[config.mk]
export PLATFORM = sky130hd
export DESIGN_NAME = mult_multicycle
export DESIGN_NICKNAME = d
export VERILOG_FILES = /design/src/rtl/mult_multicycle.sv
export SDC_FILE = /design/constraint.sdc
export NUM_CORES = 1
export LEC_CHECK = 0
export CAP_MARGIN = 30
export CORE_MARGIN = 5
export CORE_UTILIZATION = 65
export DETAILED_ROUTE_END_ITERATION = 6
export PLACE_DENSITY = 0.87
export SYNTH_ARGS = -nofsm -noshare
export SYNTH_HDL_FRONTEND = slang
export SYNTH_SLANG_ARGS = --single-unit
[constraint.sdc]
create_clock -name clkIn -period 27.9 [get_ports clkIn]
set_clock_uncertainty 0.1 [all_clocks]
set_input_delay 2.79 -clock clkIn [delete_from_list [all_inputs] [get_ports clkIn]]
set_output_delay 2.79 -clock clkIn [all_outputs]
set_load 0.01 [all_outputs]
[src/rtl/mult_multicycle.sv]
// mult_multicycle
// ----------------
// Iterative shift-and-add multiplier. Each BUSY cycle retires BITS_PER_CYCLE
// bits of the multiplier. A full DATA_WIDTH x DATA_WIDTH product therefore
// takes ceil(DATA_WIDTH / BITS_PER_CYCLE) cycles. Signed operands are handled
// in sign-magnitude form: unsigned magnitudes are multiplied, and the result
// is negated at the end when exactly one operand was negative.
//
// Ports
//   clkIn     in   1     clock, rising edge
//   rstIn     in   1     synchronous active-high reset
//   dataAIn   in   W     multiplicand
//   dataBIn   in   W     multiplier
//   signedIn  in   1     1 = operands are two's complement, 0 = unsigned
//   validIn   in   1     operand request
//   readyOut  out  1     operands are accepted this cycle
//   prodOut   out  2W    full-width product
//   validOut  out  1     prodOut holds a result
//   readyIn   in   1     downstream takes the result
//   busyOut   out  1     an operation is iterating
module mult_multicycle #(
    parameter int DATA_WIDTH     = 32,
    parameter int BITS_PER_CYCLE = 4,
    parameter bit SIGNED_SUPPORT = 1'b1
) (
    input  logic                      clkIn,
    input  logic                      rstIn,
    input  logic [DATA_WIDTH-1:0]     dataAIn,
    input  logic [DATA_WIDTH-1:0]     dataBIn,
    input  logic                      signedIn,
    input  logic                      validIn,
    output logic                      readyOut,
    output logic [2*DATA_WIDTH-1:0]   prodOut,
    output logic                      validOut,
    input  logic                      readyIn,
    output logic                      busyOut
);

    localparam int W  = DATA_WIDTH;
    localparam int K  = BITS_PER_CYCLE;
    localparam int N  = (W + K - 1) / K;
    // The multiplier register is padded to a whole number of K-bit digits.
    // The padding bits above W-1 are always zero.
    localparam int PW = N * K;
    localparam int AW = 2 * W;
    localparam int CW = (N > 1) ? $clog2(N) : 1;

    localparam logic [1:0] IDLE = 2'd0;
    localparam logic [1:0] BUSY = 2'd1;
    localparam logic [1:0] DONE = 2'd2;

    logic [1:0]    state;
    logic [W-1:0]  mag_a;
    logic [PW-1:0] mag_b;
    logic          neg_flag;
    logic [CW-1:0] count;
    logic [AW-1:0] acc;

    logic          accept;
    logic          handshake;
    logic          signed_mode;
    logic          sign_a;
    logic          sign_b;
    logic [W-1:0]  abs_a;
    logic [W-1:0]  abs_b;
    logic [AW-1:0] term;
    logic [AW-1:0] acc_next;
    logic          last_iter;

    // readyOut is forced low during reset, so nothing is accepted on a reset edge.
    assign readyOut  = !rstIn && ((state == IDLE) || ((state == DONE) && readyIn));
    assign accept    = validIn && readyOut;
    assign handshake = validOut && readyIn;
    assign busyOut   = (state == BUSY);

    assign signed_mode = SIGNED_SUPPORT && signedIn;
    assign sign_a      = signed_mode && dataAIn[W-1];
    assign sign_b      = signed_mode && dataBIn[W-1];
    // Take the magnitude as a W-bit unsigned value. For the most negative
    // input, -(-2^(W-1)) wraps to the bit pattern 2^(W-1). Read as unsigned,
    // that is the correct magnitude.
    assign abs_a       = sign_a ? -dataAIn : dataAIn;
    assign abs_b       = sign_b ? -dataBIn : dataBIn;

    // One partial product per cycle: |A| times the current low digit of |B|,
    // shifted into its place in the accumulator. The running sum never
    // exceeds the final product, so it always fits in 2W bits.
    always_comb begin
        term      = AW'(mag_a) * AW'(mag_b[K-1:0]);
        term      = term << (K * int'(count));
        acc_next  = acc + term;
        last_iter = (count == CW'(N - 1));
    end

    // Main sequencer. A new acceptance reloads the operands and restarts
    // iteration. It can come from IDLE, or from DONE in the same cycle that
    // the previous result is handed off.
    always_ff @(posedge clkIn) begin
        if (rstIn) begin
            state    <= IDLE;
            mag_a    <= '0;
            mag_b    <= '0;
            neg_flag <= 1'b0;
            count    <= '0;
            acc      <= '0;
            prodOut  <= '0;
            validOut <= 1'b0;
        end else if (accept) begin
            state    <= BUSY;
            mag_a    <= abs_a;
            mag_b    <= PW'(abs_b);
            neg_flag <= sign_a ^ sign_b;
            count    <= '0;
            acc      <= '0;
            validOut <= 1'b0;
        end else begin
            case (state)
                BUSY: begin
                    acc   <= acc_next;
                    mag_b <= mag_b >> K;
                    count <= count + CW'(1);
                    if (last_iter) begin
                        prodOut  <= neg_flag ? -acc_next : acc_next;
                        validOut <= 1'b1;
                        state    <= DONE;
                    end
                end
                DONE: begin
                    if (handshake) begin
                        validOut <= 1'b0;
                        state    <= IDLE;
                    end
                end
                IDLE: begin
                    state <= IDLE;
                end
                default: begin
                    state    <= IDLE;
                    validOut <= 1'b0;
                end
            endcase
        end
    end

endmodule

Word level (Yosys, flattened, before mapping):

Cells that the tools add are included.

* $add $sub $neg: 5
* $mul: 1
* equality and inequality tests: 7
* shift-type cells: 1
* mux-type cells: 12
* bitwise operators: 3
* reduce and logical (&&, ||, !) cells: 15

Operators by type and width (count)
* $mux 32: 4
* $add 64x64->64: 1
* $mux 64: 1
* $neg 32->32: 2
* $neg 64->64: 1
* $shl 36x5->64: 1
* $mul 32x4->36: 1
* $logic_and 1x1->1: 6
* $reduce_and 3->1: 2
* $mux 2: 2
* $pmux 2 s2: 1
* $reduce_and 2->1: 2
* $add 3x1->3 const B: 1
* $eq 3x3->1 const B: 1
* $mux 1: 3
* $ne 3x1->1 const B: 1
* $ne 3x3->1 const B: 1
* $pmux 1 s3: 1
* $eq 2x1->1 const B: 1
* $eq 2x2->1 const B: 1
* $logic_not 2->1: 1
* $ne 2x1->1 const B: 1
* $ne 2x2->1 const B: 1
* $not 1->1: 2
* other kinds (5): 5

* bits in registers: 199
* bits of input ports: 69
* output and inout port bits: 67

Longest topological paths before layout:

Gate-level depths: netlist of the first run.

* depth in word-level cells: 7
* depth in mapped cells: 35

Worst setup path before layout of the first run:

OpenSTA, ideal clock, no wires.

* path type: register -> register
* start: register mag_b[3]
* end: register prodOut[61]
* library setup time: 0.086 ns
* arrival: 8.615 ns
* path slack: 19.099 ns
* stages on the path, launching flop included: 31
* path buffers: 3
* clock period less this slack: 8.801 ns
* path through: dfxtp_1 -> clkbuf_1 -> and2_1 -> fa_1 -> inv_1 -> fa_1 -> inv_1 -> ha_1 -> a2111oi_0 -> o21ai_0 -> a221oi_1 -> a31oi_1 -> a21o_1 -> a21oi_1 -> xnor2_1 -> mux2_2 -> o21ai_0 -> o21ai_0 -> ha_1 -> clkbuf_1 -> nand4_1 -> a2111oi_0 -> nor2_1 -> o31a_1 -> xnor2_1 -> or4b_2 -> or4_1 -> clkbuf_1 -> o41ai_1 -> xor2_1 -> a211oi_1

* cells in the longest elaborated chain, start to end: 5

RTL lines
* from (decl): line 54 `logic [PW-1:0] mag_b;`
* from (signal assigned): line 111 `mag_b <= PW'(abs_b);`
* from (signal assigned): line 120 `mag_b <= mag_b >> K;`
* $mul 32x4->36 *: line 89 `term = AW'(mag_a) * AW'(mag_b[K-1:0]);`
* $shl 36x5->64 *: line 90 `term = term << (K * int'(count));`
* $add 64x64->64 *: line 91 `acc_next = acc + term;`
* $neg 64->64: line 123 `prodOut <= neg_flag ? -acc_next : acc_next;`
* $mux 64 *: line 123
* to (signal assigned): line 123
* to (decl): line 33 `output logic [2*DATA_WIDTH-1:0] prodOut,`

Mark *: on every way between the ends. The rest lies on a longest branch, timed or not.
A chain may end at the register's enable or synchronous reset.

Worst setup path after layout of the first run:

Same ends and word-level chain as after synthesis.

==> summary.txt, run 1 <==
Clock tree
  • Post-CTS Setup Repair Bufs: 0
  • CTS tree: built
  • CTS Buffer Depth: 2
  • Clock transition at path regs: 0.07 ns
  • Clock sinks: 199
  • Post_cts resized: 0
  • Total CTS buffers: 17
  • H-tree levels: 4
  • Hold buffer count at cts: 0
  • Clk root buf: clkbuf_16
  • Clk_lat worst skew: 0.47 ns

GRT
  • Vias in the first global route: 19900
  • Global-route wire length before repair: 104 mm
  • Initial antenna violation count: 1
  • Largest net degree at the start of global routing: 125
  • Total global-route track usage: 37.7%
  • Overflow after GRT: 0

Timing
  • Worst-margin pin slew: 1.02 ns
  • Final setup fails: 0
  • PnR worst setup slack: 17.20 ns
  • Setup repair after global routing missed its margin: no
  • Final worst-path cycle share: 38.3%
  • Slew headroom: 31.6%
  • Slew Limit Fails: 0
  • Period minus WS final: 10.70 ns
  • Fmax: 93.5 MHz
  • Setup TNS: 0 ns
  • Fin. Hold Viols: 0
  • WHS: 0.354 ns

Drt
  • DRT iter0 DRCs: 2038
  • Routed WL per cell: 21.0 um
  • Antenna viol nets, final: 0
  • Via count: 20700
  • Detailed Route WL: 66.2 mm
  • DR vias/cell: 6.57
  • Initial DRT Pass Iterations: 6
  • Residual DRC count: 0

Layout
  • Fin nets: 2977
  • Area growth, synth to finish: 10.2%
  • Finished Layout Cells: 3147
  • Ratio of cells with drive above 1 in the final layout: 3.78%

Pwr
  • VDD IR max: 0.0498 mV
  • Design Power: 0.000754 W
  • Power Dens Cells: 34.5 nW/um^2
  • Leakage power: 8.86 nW

Logic synthesis
  • Synth cell types: 81
  • Share of the synthesized area in the top cell type: 20.1%
  • Async set-reset flop share out of synthesis: 0%
  • Syn Nets: 2962
  • Cell count after synthesis: 2724
  • Post-synth top area cell: dfxtp_1
  • List of most frequent post-synthesis cells: nand2_1, nor2_1, a21oi_1, dfxtp_1, inv_1
  • Most used DFF post-synth: dfxtp_1
  • Synth warnings: 0
  • FF+latch count, synth: 199
  • Number of synthesized flops with an enable pin: 0
  • Mapped Area: 19800 um^2
  • Area contributors post-synth: dfxtp_1, ha_1, nand2_1
  • Sequential area share after synthesis: 20.1%
  • Syn Area/Cell: 7.28 um^2
  • Most frequent cell after synthesis: nand2_1

Place
  • DP Worst Slack: 17.59 ns
  • Placed Instances: 3114
  • Global placement routability congestion: 1.14
  • DP HPWL: 50.7 mm
  • PortBufs: 135

Setup path
  • Crit end category: register
  • Crit path from: mag_b[3]
  • Crit path kind: reg -> reg
  • Data arrival, critical path: 10.97 ns
  • Req. time, crit path: 28.17 ns
  • Reg2reg start: mag_b[3]
  • Crit-path slowest cell: a21boi_0
  • CP peak stage delay: 0.74 ns
  • RR Endpoint: prodOut[61]
  • Worst setup SP type: register
  • CP top delay family: compound AO/OA/AOI/OAI gates
  • Critical path peak fanout: 33
  • R2R cell count: 31
  • Number of buffers and inverters on the critical path: 2
  • R2r setup slk: 17.20 ns

Die
  • Initial core utilization: 65.3%
  • I/O Pins: 136
  • Row cnt: 64
  • Area of the die: 34100 um^2
  • Die span in y: 185 um
  • Die X: 185 um
  • Core Region: 30300 um^2

Min path
  • Hold path cells: 2
  • Hold Startpoint: prodOut[14]
  • Worst Hold Path EP: prodOut[14]
  • Hold Path Class: reg -> reg

Outcome
  • Outcome: completed

Run
  • Max_cap viols: 0
[state kept, by name (all words and copies together), names as in the netlist]
signal,count
validOut,1
count,3
acc,64
prodOut,64
state,2
mag_a,32
mag_b,32
neg_flag,1
[layout by cell type, fill, tap and decap left out, drive strengths merged, types with 45 or more instances in the layout]
| master | instances |
|---|---|
| fa | 61 |
| clkdlybuf4s50 | 134 |
| xor2 | 96 |
| dfxtp | 199 |
| a21o | 59 |
| nor3 | 57 |
| nor2 | 259 |
| inv | 164 |
| nand2 | 356 |
| ha | 108 |
| o21ai | 153 |
| xnor2 | 98 |
| a211oi | 69 |
| and2 | 111 |
| a21oi | 228 |
| nand3 | 45 |
[worst reg2reg max path: cells and delay by family (launching register included)]
family	cells	cell delay [ns]
buffers and inverters	2	0.10
adder cells (fa/ha/maj)	4	1.95
AND/OR/NAND/NOR	6	1.93
multiplexers	1	0.16
XOR/XNOR	2	0.47
AO/OA/AOI/OAI	16	5.28
flip-flops	1	0.62
[routing by layer]
layer	routed length (um)	GRT usage (%)	vias to the layer above	part of all wire, %
met5	20	0	-	0.030
met4	4210	20.9	2	6.4
met3	5310	6.81	258	8.0
met2	31400	63.6	1122	47
met1	25200	45.5	9678	38
li1	-	-	9612	-
[where the power goes]
part,internal [W],switching (W)
Combinational,0.0000726,0.000130
Sequential,0.000293,0.0000115
Clock,0.000124,0.000123
[kinds of logic (layout without fill, tap and decap cells)]
family          Yosys count  after routing  synth area share [%]
simple gates           1032           1032                  24.9
compound gates          753            753                  24.5
buf+inv                 329            355                  6.26
flops                   199            199                  20.1
xor+xnor                195            195                  8.69
fa+ha+maj               169            169                  13.0
mux                      47             47                  2.59
other cells               0              1                     0
[per-stage QoR]
stage | util, % | area (um^2)
CTS | 71.8 | 21800
detailed placement | 70.1 | 21300
floorplan | - | 19800
global route | 72.0 | 21900
finish | 72.0 | 21900
global placement | 70.1 | 21300
[worst max path at each step]
stage / end / slack (ns) / cells past startpoint
2_1_floorplan: prodOut[61] / 19.10 / 30
3_3_place_gp: prodOut[61] / 17.86 / 30
3_5_place_dp: prodOut[61] / 17.59 / 31
4_1_cts: prodOut[61] / 17.46 / 30
5_1_grt: prodOut[61] / 16.69 / 31
6_report: prodOut[61] / 17.20 / 31
[area by class of cell]
class | instances | area, um^2
clock inverters | 9 | 97.6
repair buffers | 162 | 1590
multi-input cells | 2196 | 14600
diodes | 1 | 2.50
fillers | 2420 | 8490
flip-flops and latches | 199 | 3990
inverters | 163 | 612
well taps | 396 | 495
clock buffers | 21 | 440
Power figures use the tool's default switching activity.
==> run 2: changes to the inputs <==
Settings changed: CORE_UTILIZATION 65 to 61, PLACE_DENSITY 0.87 to 0.82.
Clock period 27.9 ns to 9.91 ns, I/O delays scaled along.
==> run 2 against run 1 <==
Critical path type unchanged. Cell area up 1.9%. Hold slack better by 0.0024 ns. Flip-flop and latch count unchanged. Sequential power rose to 2.8 times the previous value.
==> summary.txt, run 2 (same netlist as run 1, synthesis figures left out) <==
Outcome
  • Outcome: completed

Timing
  • Worst-margin pin slew: 1.03 ns
  • Slew Limit Fails: 0
  • Setup repair after global routing missed its margin: no
  • Period minus WS final: 9.42 ns
  • Slew headroom: 31.1%
  • Fin. Hold Viols: 0
  • Fmax: 106 MHz
  • WHS: 0.356 ns
  • Setup TNS: 0 ns
  • Final worst-path cycle share: 95.1%
  • Final setup fails: 0

Clock tree
  • Hold buffer count at cts: 0
  • Clock sinks: 199
  • CTS tree: built
  • Post_cts resized: 0
  • Clk root buf: clkbuf_16
  • CTS Buffer Depth: 2
  • Post-CTS Setup Repair Bufs: 0
  • Total CTS buffers: 17
  • Clock transition at path regs: 0.08 ns
  • H-tree levels: 4
  • Clk_lat worst skew: 0.47 ns

Die
  • I/O Pins: 136
  • Initial core utilization: 61.4%
  • Row cnt: 66
  • Core Region: 32300 um^2
  • Die span in y: 190 um
  • Area of the die: 36200 um^2
  • Die X: 190 um

Min path
  • Hold Path Class: reg -> reg

Layout
  • # fillers: 2686
  • Commonest non-fill, non-tap cells in the layout: nand2_1, nor2_1, a21oi_1
  • Biggest regs: acc x64, prodOut x64
  • Multi-input logic area: 14700 um^2
  • ANT cells: 0
  • Area growth, synth to finish: 12.3%
  • Fin nets: 3015
  • Commonest non-fill, non-tap cell in the layout: nand2_1
  • Ratio of cells with drive above 1 in the final layout: 5.48%
  • Area occupied by registers: 3990 um^2
  • Utilization after layout: 69.0%

Setup path
  • CP top delay family: compound AO/OA/AOI/OAI gates
  • Req. time, crit path: 10.16 ns
  • Data arrival, critical path: 9.68 ns
  • Crit end category: register
  • Number of buffers and inverters on the critical path: 2
  • CP peak stage delay: 0.68 ns
  • Crit-path slowest cell: or4_1
  • Worst setup SP type: register
  • Critical path peak fanout: 9
  • Crit path kind: reg -> reg
  • Top cell by count, worst path: fa_1

Drt
  • Residual DRC count: 0
  • DRT iter0 DRCs: 1696
  • Routed WL per cell: 20.3 um
  • Via count: 20400
  • Antenna viol nets, final: 0
  • Initial DRT Pass Iterations: 6
  • Detailed Route WL: 65.7 mm
  • DR vias/cell: 6.30

Pwr
  • Leakage power: 9.07 nW
  • VDD IR max: 0.129 mV
  • Power Dens Cells: 99.2 nW/um^2

Place
  • DP HPWL: 51.8 mm
  • PortBufs: 135
  • Global placement routability congestion: 1.07

Run
  • Max_cap viols: 0

GRT
  • Overflow after GRT: 0
  • Vias in the first global route: 19700
  • Global-route wire length before repair: 104 mm
  • Initial antenna violation count: 1
  • Total global-route track usage: 35.3%
  • Largest net degree at the start of global routing: 112
[run 2: through the flow]
stage | area, um^2 | setup slack [ns] | total power, W | instances
after floorplan | 19800 | 1.11 | 0.00126 | 2724
after detailed placement | 21600 | 0.501 | 0.00144 | 3200
final | 22300 | 0.487 | 0.00221 | 3232
after global placement | 21600 | 0.692 | 0.00143 | 3200
after CTS | 22200 | 0.409 | 0.00220 | 3232
after global routing | 22300 | 0.00828 | 0.00230 | 3232
[run 2: power by group]
group          switching [W]  internal, W  total, W
clock               0.000354     0.000413  0.000767
sequential         0.0000278     0.000826  0.000854
combinational       0.000373     0.000217  0.000590
total               0.000755      0.00146   0.00221
[run 2: layer usage]
layer / global-route usage [%] / wire [um]
met3: 5.27 / 4110
met2: 61.9 / 31900
met4: 16.2 / 3480
met5: 0 / 7
met1: 42.8 / 26200
[run 2: path summary, 6_finish.rpt]
kind,from,to,slack [ns],depth (start not counted)
setup / recovery,mag_a[0],prodOut[44],0.49,31
hold reg to reg,prodOut[10],prodOut[10],0.36,2
setup reg to reg,mag_a[0],prodOut[44],0.49,31
hold / removal,prodOut[10],prodOut[10],0.36,2
[run 2: cell type report]
| cell class | count | share of cell area [%] |
|---|---|---|
| sequential | 199 | 17.9 |
| timing repair buffer | 200 | 8.24 |
| clock inverter | 13 | 0.820 |
| tap | 442 | 2.48 |
| multi-input combinational | 2196 | 65.8 |
| clock buffer | 19 | 1.99 |
| inverter | 163 | 2.75 |
[run 2: worst reg2reg max path: cells and delay by family, from the launching register on]
kind                       cells  cell delay (ns)
and+or+nand+nor                8             2.39
buffers and inverters          2             0.12
DFF                            1             0.48
xor gates and xnor gates       1             0.36
AOI/OAI and AO/OA             16             3.97
adders and majority gates      4             1.94
==> run 3: changes to the inputs <==
Settings changed: PLACE_DENSITY 0.82 to 0.78.
==> run 3 against run 2 <==
Global-route usage fell by 0.38 points. Sequential power barely moved. Maximum frequency is 0.12% lower. Core utilization is 0.17 points lower. Cell area is 0.24% lower. Count of clock-buffer cells in the layout rose by 3. Critical endpoint is now prodOut[59]. Clock power fell by 7.4%. Hold slack got worse by 0.0012 ns. Routed wire length is 0.18% lower. Critical path type unchanged. Via count grew 0.18%.
==> summary.txt, run 3 (same netlist as run 1, synthesis figures left out) <==
GRT
  • Vias in the first global route: 19400
  • GRT Max-Usage Layer: met2
  • Met3 usage: 5.11%
  • GR Util met1: 43.2%
  • Largest net degree at the start of global routing: 97
  • Overflow after GRT: 0
  • Met2 Use GR: 59.8%
  • Total global-route track usage: 35.0%
  • Initial antenna violation count: 1
  • Global-route wire length before repair: 103 mm

Drt
  • Initial DRT Pass Iterations: 5
  • DRT iter0 DRCs: 1605
  • Antenna viol nets, final: 0
  • Detailed Route WL: 65.6 mm
  • DR vias/cell: 6.31
  • Routed WL per cell: 20.3 um
  • Via count: 20400
  • Residual DRC count: 0

Timing
  • Period minus WS final: 9.43 ns
  • WHS: 0.355 ns
  • Fmax: 106 MHz
  • Slew headroom: 35.1%
  • PnR worst setup slack: 0.476 ns
  • Worst-margin pin slew: 0.966 ns
  • Setup repair after global routing missed its margin: no
  • Final setup fails: 0
  • Slew Limit Fails: 0
  • Setup TNS: 0 ns
  • Fin. Hold Viols: 0
  • Final worst-path cycle share: 95.2%

Setup path
  • Critical path peak fanout: 8
  • Data arrival, critical path: 9.71 ns
  • Crit-path slowest cell: fa_1
  • R2r setup slk: 0.48 ns
  • CP peak stage delay: 0.54 ns
  • R2R cell count: 33
  • Crit path kind: reg -> reg
  • Crit end category: register
  • Worst setup SP type: register
  • CP top delay family: compound AO/OA/AOI/OAI gates
  • Req. time, crit path: 10.19 ns
  • Critical path depth: 33
  • Number of buffers and inverters on the critical path: 4

Clock tree
  • Clock transition at path regs: 0.08 ns
  • Hold buffer count at cts: 0
  • Total CTS buffers: 17
  • CTS Buffer Depth: 2
  • H-tree levels: 4
  • Clk_lat worst skew: 0.47 ns
  • Clock sinks: 199
  • CTS tree: built
  • Clk root buf: clkbuf_16

Die
  • Core Region: 32300 um^2
  • Die span in y: 190 um
  • Row cnt: 66
  • Die X: 190 um
  • Initial core utilization: 61.4%
  • Area of the die: 36200 um^2
  • I/O Pins: 136

Layout
  • Commonest non-fill, non-tap cell in the layout: nand2_1
  • Biggest regs: acc x64, prodOut x64
  • Fin nets: 3015
  • Utilization after layout: 68.8%
  • Area occupied by registers: 3990 um^2
  • Cell area after layout: 22200 um^2
  • Ratio of cells with drive above 1 in the final layout: 5.45%
  • Area growth, synth to finish: 12.1%
  • Commonest non-fill, non-tap cells in the layout: nand2_1, nor2_1, a21oi_1
  • Multi-input logic area: 14700 um^2
  • # fillers: 2712

Place
  • Cell Area, Placed: 21600 um^2
  • DP HPWL: 50.9 mm
  • DP Worst Slack: 0.354 ns
  • PortBufs: 135
  • Global placement routability congestion: 1.05

Min path
  • Hold Path Class: reg -> reg
  • Hold path cells: 2

Run
  • Max_cap viols: 0

Pwr
  • Power Dens Cells: 96.8 nW/um^2
  • Leakage power: 9.04 nW
  • VDD IR max: 0.130 mV

Outcome
  • Outcome: completed
[run 3: per-stage QoR]
stage | total power, W | instances
2_1_floorplan | 0.00126 | 2724
3_3_place_gp | 0.00143 | 3198
3_5_place_dp | 0.00144 | 3198
4_1_cts | 0.00214 | 3229
5_1_grt | 0.00225 | 3231
6_report | 0.00215 | 3232
[run 3: repair_timing]
action | CTS | global route
resized for setup | 0 | 13
setup buffers | 0 | 2
setup endpoints to repair | 0 | 23
[run 3: metal layers]
metal,routed length (um),up-vias,share of wire (%)
met1,26200,9609,40
met3,4260,179,6.5
met2,31500,934,48
met5,0,-,0
met4,3600,0,5.5
li1,-,9684,-
[run 3: power breakdown]
group | internal, W | switching [W]
Sequential | 0.000826 | 0.0000278
Clock | 0.000362 | 0.000348
Combinational | 0.000216 | 0.000372
Total | 0.00140 | 0.000748
[run 3: final timing paths]
check / from / end
max reg2reg: mag_b[3] / prodOut[59]
min reg2reg: prodOut[14] / prodOut[14]
min: prodOut[14] / prodOut[14]
max: mag_b[3] / prodOut[59]
[run 3: cell type report]
cell class	count	share of cell area (%)
inverter	163	2.75
antenna	1	0.0113
multi-input combinational	2196	66.0
sequential	199	17.9
tap	442	2.49
clock buffer	22	2.09
timing repair buffer	200	8.26
clock inverter	9	0.428
[run 3: worst min-delay path, stage by stage, from the launching register on]
cell and delay (ns):
dfxtp_1 0.31, nand2_1 0.05, a21oi_1 0.05
